--- src/rtl/fp32_mul_round_pack.sv ---
// FP32 multiplier back end: normalizes the 48-bit mantissa product, rounds by RISC-V rm, packs binary32.
// Optional macro FP_MUL_FLAGS_EN adds the o_flags {NV,DZ,OF,UF,NX} port, aligned with o_result.
module fp32_mul_round_pack #(
    parameter int EXP_W  = 8,
    parameter int MAN_W  = 24,
    parameter int ESUM_W = 10
) (
    input  logic                     i_clk,
    input  logic                     i_rst,
    input  logic                     i_valid,
    output logic                     o_in_ready,
    input  logic                     i_sign,
    input  logic [ESUM_W-1:0]        i_exp_sum,
    input  logic [2*MAN_W-1:0]       i_prod,
    input  logic                     i_is_nan,
    input  logic                     i_invalid,
    input  logic                     i_is_inf,
    input  logic                     i_is_zero,
    input  logic [2:0]               i_rm,
    output logic                     o_valid,
    input  logic                     i_out_ready,
    output logic [EXP_W+MAN_W-1:0]   o_result
`ifdef FP_MUL_FLAGS_EN
    ,
    output logic [4:0]               o_flags
`endif
);

    localparam int F  = MAN_W - 1;
    localparam int XW = ESUM_W + 2;
    localparam logic [XW-1:0] EXP_MAX = XW'((1 << EXP_W) - 1);

    logic          s1_v, s1_sign, s1_rnd, s1_stk, s1_nan, s1_inf, s1_zero;
    logic [XW-1:0] s1_exp;
    logic [F-1:0]  s1_mant;
    logic [2:0]    s1_rm;
`ifdef FP_MUL_FLAGS_EN
    logic          s1_invalid;
`endif

    logic          s2_adv, s1_adv;
    logic [XW-1:0] exp_ext, norm_exp;
    logic [F-1:0]  norm_mant;
    logic          norm_rnd, norm_stk;

    assign s2_adv     = !o_valid || i_out_ready;
    assign s1_adv     = !s1_v || s2_adv;
    assign o_in_ready = s1_adv;
    assign exp_ext    = {{2{i_exp_sum[ESUM_W-1]}}, i_exp_sum};

    // A product in [2,4) needs one extra right shift and an exponent bump.
    always_comb begin
        if (i_prod[2*MAN_W-1]) begin
            norm_mant = i_prod[2*MAN_W-2 -: F];
            norm_rnd  = i_prod[MAN_W-1];
            norm_stk  = |i_prod[MAN_W-2:0];
            norm_exp  = exp_ext + XW'(1);
        end else begin
            norm_mant = i_prod[2*MAN_W-3 -: F];
            norm_rnd  = i_prod[MAN_W-2];
            norm_stk  = |i_prod[MAN_W-3:0];
            norm_exp  = exp_ext;
        end
    end

    always_ff @(posedge i_clk) begin
        if (i_rst) begin
            s1_v <= 1'b0;
        end else if (s1_adv) begin
            s1_v <= i_valid;
            if (i_valid) begin
                s1_sign <= i_sign;
                s1_exp  <= norm_exp;
                s1_mant <= norm_mant;
                s1_rnd  <= norm_rnd;
                s1_stk  <= norm_stk;
                s1_nan  <= i_is_nan || i_invalid;
                s1_inf  <= i_is_inf;
                s1_zero <= i_is_zero;
                s1_rm   <= i_rm;
`ifdef FP_MUL_FLAGS_EN
                s1_invalid <= i_invalid;
`endif
            end
        end
    end

    logic                   inc, to_inf, overflow, underflow;
    logic [F:0]             rounded;
    logic [XW-1:0]          exp_r;
    logic [EXP_W+MAN_W-1:0] res;

    always_comb begin
        case (s1_rm)
            3'b001:  inc = 1'b0;
            3'b010:  inc = s1_sign && (s1_rnd || s1_stk);
            3'b011:  inc = !s1_sign && (s1_rnd || s1_stk);
            3'b100:  inc = s1_rnd;
            default: inc = s1_rnd && (s1_stk || s1_mant[0]);
        endcase
        case (s1_rm)
            3'b001:  to_inf = 1'b0;
            3'b010:  to_inf = s1_sign;
            3'b011:  to_inf = !s1_sign;
            default: to_inf = 1'b1;
        endcase
        // A carry-out only happens from an all-ones fraction, so the low bits are already zero.
        rounded   = {1'b0, s1_mant} + {{F{1'b0}}, inc};
        exp_r     = s1_exp + {{(XW-1){1'b0}}, rounded[F]};
        underflow = exp_r[XW-1] || (exp_r == '0);
        overflow  = !exp_r[XW-1] && (exp_r >= EXP_MAX);

        if (s1_nan)
            res = {1'b0, {EXP_W{1'b1}}, 1'b1, {(F-1){1'b0}}};
        else if (s1_inf)
            res = {s1_sign, {EXP_W{1'b1}}, {F{1'b0}}};
        else if (s1_zero)
            res = {s1_sign, {(EXP_W+F){1'b0}}};
        else if (overflow)
            res = to_inf ? {s1_sign, {EXP_W{1'b1}}, {F{1'b0}}}
                         : {s1_sign, {(EXP_W-1){1'b1}}, 1'b0, {F{1'b1}}};
        else if (underflow)
            res = {s1_sign, {(EXP_W+F){1'b0}}};
        else
            res = {s1_sign, exp_r[EXP_W-1:0], rounded[F-1:0]};
    end

`ifdef FP_MUL_FLAGS_EN
    logic       special;
    logic [4:0] flags;

    always_comb begin
        special  = s1_nan || s1_inf || s1_zero;
        flags    = 5'b0;
        flags[4] = s1_invalid;
        flags[2] = !special && overflow;
        flags[1] = !special && underflow;
        flags[0] = !special && (s1_rnd || s1_stk || overflow || underflow);
    end
`endif

    always_ff @(posedge i_clk) begin
        if (i_rst) begin
            o_valid  <= 1'b0;
            o_result <= '0;
`ifdef FP_MUL_FLAGS_EN
            o_flags  <= '0;
`endif
        end else if (s2_adv) begin
            o_valid <= s1_v;
            if (s1_v) begin
                o_result <= res;
`ifdef FP_MUL_FLAGS_EN
                o_flags  <= flags;
`endif
            end
        end
    end

endmodule

--- config.mk ---
export PLATFORM = sky130hd
export DESIGN_NAME = fp32_mul_round_pack
export DESIGN_NICKNAME = d
export VERILOG_FILES = /design/src/rtl/fp32_mul_round_pack.sv
export SDC_FILE = /design/constraint.sdc
export NUM_CORES = 1
export LEC_CHECK = 0
export BUFFER_PORTS_ARGS = -buffer_cell sky130_fd_sc_hd__buf_2
export CAP_MARGIN = 20
export CORE_MARGIN = 8
export CORE_UTILIZATION = 55
export CTS_CLUSTER_SIZE = 12
export DETAILED_ROUTE_END_ITERATION = 8
export GPL_TIMING_DRIVEN = 0
export HOLD_SLACK_MARGIN = 0.02
export PLACE_DENSITY = 0.93
export RECOVER_POWER = 25
export SLEW_MARGIN = 0
export SYNTH_ARGS = -nofsm -noshare
export SYNTH_HDL_FRONTEND = slang
export SYNTH_SLANG_ARGS = --single-unit
--- constraint.sdc ---
create_clock -name i_clk -period 7.46 [get_ports i_clk]
set_clock_uncertainty 0.2 [all_clocks]
set_input_delay 1.119 -clock i_clk [delete_from_list [all_inputs] [get_ports i_clk]]
set_output_delay 1.119 -clock i_clk [all_outputs]
set_load 0.02 [all_outputs]
==> results.cfg <==
[outcome]
status = complete, no violations

[critical_path]
cp-end-kind = flip-flop
reg2reg_depth = 19
critPathLaunchType = flip-flop
r2r-end = o_result[15]
r2r_setup_slack_ns = 3.23
arrival_ns = 4.30
cp.required_ns = 7.52
crit_path_max_fanout = 10
crit_type = flip-flop to flip-flop
crit-reg2reg-launch = s1_rm[1]

[clocking]
clkSlewWorstSetupHoldPaths_ns = 0.07
h-tree-depth = 3
root_buffer = clkbuf_8
cts_tree = done
clk_latency_ns = 0.34
cts_resized = 0
cts_setup_buffers = 0
cts_sinks = 77
cts_buffers = 9
cts_max_path_buffers = 2
postCtsHoldBufs = 0

[floorplan]
rows = 30
die-height_um = 100
core_area_um2 = 6830
start_util = 0.569
die_x_um = 100
ios = 104
dieArea_um2 = 10000

[yosys]
synth_top_area_frac = 0.332
yosysSeqAreaShare = 0.507
synth_top_area_cell = edfxtp_1
synth_area_um2 = 3890
syn_nets = 430
yosysUniqueCellTypes = 49
yosys_register_bits = 77
synthTopCellsByArea = edfxtp_1 33%, dfxtp_1 18%, mux2_2 7.2%, o211ai_1 4.2%, nand2_1 4.1%
synth_warnings = 0
synth_ff_type = edfxtp_1
avgSynthCellArea_um2 = 11.0
synth-edff-count = 43
synthArstFlopShare = 0
synth_cells = 355

[global_route]
grt_pass1_wl_mm = 14.8
grt_use_total = 0.185
antenna_found_initial = 0
grt_pass1_vias = 3181
grt_max_degree = 44
gr-total-overflow = 0

[min_path]
hp-class = flip-flop to flip-flop
hold_start = o_result[31]
holdPathEnd = o_result[31]
min_path_cells = 2

[placement]
dpl_cell_area_um2 = 4520
dp_slack_ns = 3.24
io_buffers = 102
dp_hpwl_mm = 7.13
gp_congestion = 0.820

[route]
ant_nets = 0
drc = 0
drt-wirelength-per-cell_um = 16.2
num_vias = 3204
first_iter_violations = 196
wirelength_mm = 9.20
drtPass1Iterations = 5
viasPerCell = 5.63

[timing]
tns_ns = 0
worst_slack_ns = 3.23
report.final.slew_viol_count = 0
finalCritPeriodShare = 0.567
tightest_slew_ns = 0.920
slew_headroom = 0.387
min_period_ns = 4.23
fmax_mhz = 236
hold_ws_ns = 0.258
setup_viol = 0
rsz0062_at_grt = false
hold_violations = 0

[power_and_ir_drop]
power_leakage_nw = 1.75
peakVddDrop_uv = 77.7
power_density_nw_per_um2 = 184

[layout]
layout.nets = 543
drive_gt1_frac = 0.296
final_area_um2 = 4680
syn2layout_area_growth_pct = 20.4
fillCellCount = 521
final_common_cell = buf_2
antenna_cells = 0
mostFrequentLayoutCells = 83 x buf_2, 43 x edfxtp_1, 42 x nand2_1

[flow_run]
maxCapViolCount = 0
-- stage by stage --
stage	total power, mW	utilization	cells
final	0.862	0.685	569
after global routing	0.892	0.685	569
after global placement	0.577	0.662	553
after CTS	0.866	0.689	569
after floorplan	0.541	-	355
after detailed placement	0.581	0.662	553
-- how the worst max path moves through the flow --
stage                   endpoint  startpoint  slack, ns
floorplan           o_result[14]    s1_rm[1]       3.74
global placement    o_result[17]    s1_rm[1]       3.33
detailed placement   o_result[6]    s1_rm[1]       3.24
CTS                 o_result[15]    s1_rm[1]       3.23
global route        o_result[15]    s1_rm[1]       2.76
finish              o_result[15]    s1_rm[1]       3.23
-- sequential cells by signal (all words and copies together) (netlist names) --
register	count
s1_zero	1
s1_inf	1
s1_mant	23
s1_nan	1
s1_stk	1
o_valid	1
s1_rm	3
s1_sign	1
o_result	32
s1_rnd	1
s1_exp	11
s1_v	1
-- cell type report --
class / count / area (um2) / share of cell area
well taps: 96 / 120 / 0.0257
clock buffers: 15 / 180 / 0.0385
plain buffers: 12 / 75.1 / 0.0160
multi-input cells: 259 / 1820 / 0.388
repair buffers: 102 / 487 / 0.104
clock inverters: 1 / 5.00 / 0.00107
flip-flops and latches: 77 / 1970 / 0.421
inverters: 7 / 26.3 / 0.00561
-- worst max-delay path, cell delays in order (launching register included) --
cell,delay [ns]
edfxtp_1,0.42
nor2b_1,0.16
xnor2_1,0.18
nor2_1,0.11
a21oi_1,0.13
ha_1,0.20
and3_1,0.16
nand3_1,0.19
nor3_1,0.23
nand2_1,0.10
nor3_1,0.20
ha_1,0.22
ha_1,0.21
xor2_1,0.23
and3_1,0.18
o2111ai_1,0.16
nor3_2,0.37
o211ai_2,0.21
buf_6,0.20
o211ai_1,0.08
-- where the power goes --
group          internal (mW)  leakage, nW  total, mW  switching (mW)
Combinational         0.0411        0.978     0.0904          0.0493
Sequential             0.468        0.680      0.482          0.0145
Clock                  0.152       0.0972      0.290           0.138
Total                  0.661         1.75      0.862           0.202
-- Yosys cell counts (2+ instances only) --
master     count
xor2_1        18
nand3_2        2
o2111ai_1      2
nor3_2         2
nand4_1        9
o21ai_0       10
nor2_1        19
xnor2_1       18
and4_1         3
nor3_1         7
and3_1         8
ha_1           5
a21oi_1        7
nand2b_1       2
o211ai_2       2
nand3_1       16
inv_1          7
o211ai_1      22
dfxtp_1       34
nor2b_1        4
nor4_1         7
nand2_1       42
a211oi_1       2
buf_6          4
edfxtp_1      43
mux2_2        25
a31oi_1        7
clkbuf_1       7
-- cell families after synthesis --
group / synth area share
simple gates: 0.184
flops: 0.507
compound gates: 0.111
xor+xnor: 0.0811
mux: 0.0750
buf+inv: 0.0261
fa+ha+maj: 0.0161
-- per-layer routing --
layer,share of wire,GRT usage,up-vias
met5,0,0,-
li1,-,-,1556
met4,0.021,0.0884,0
met3,0.089,0.0561,20
met1,0.42,0.216,1482
met2,0.47,0.302,146
No activity file was read; power rests on OpenSTA's default activity.
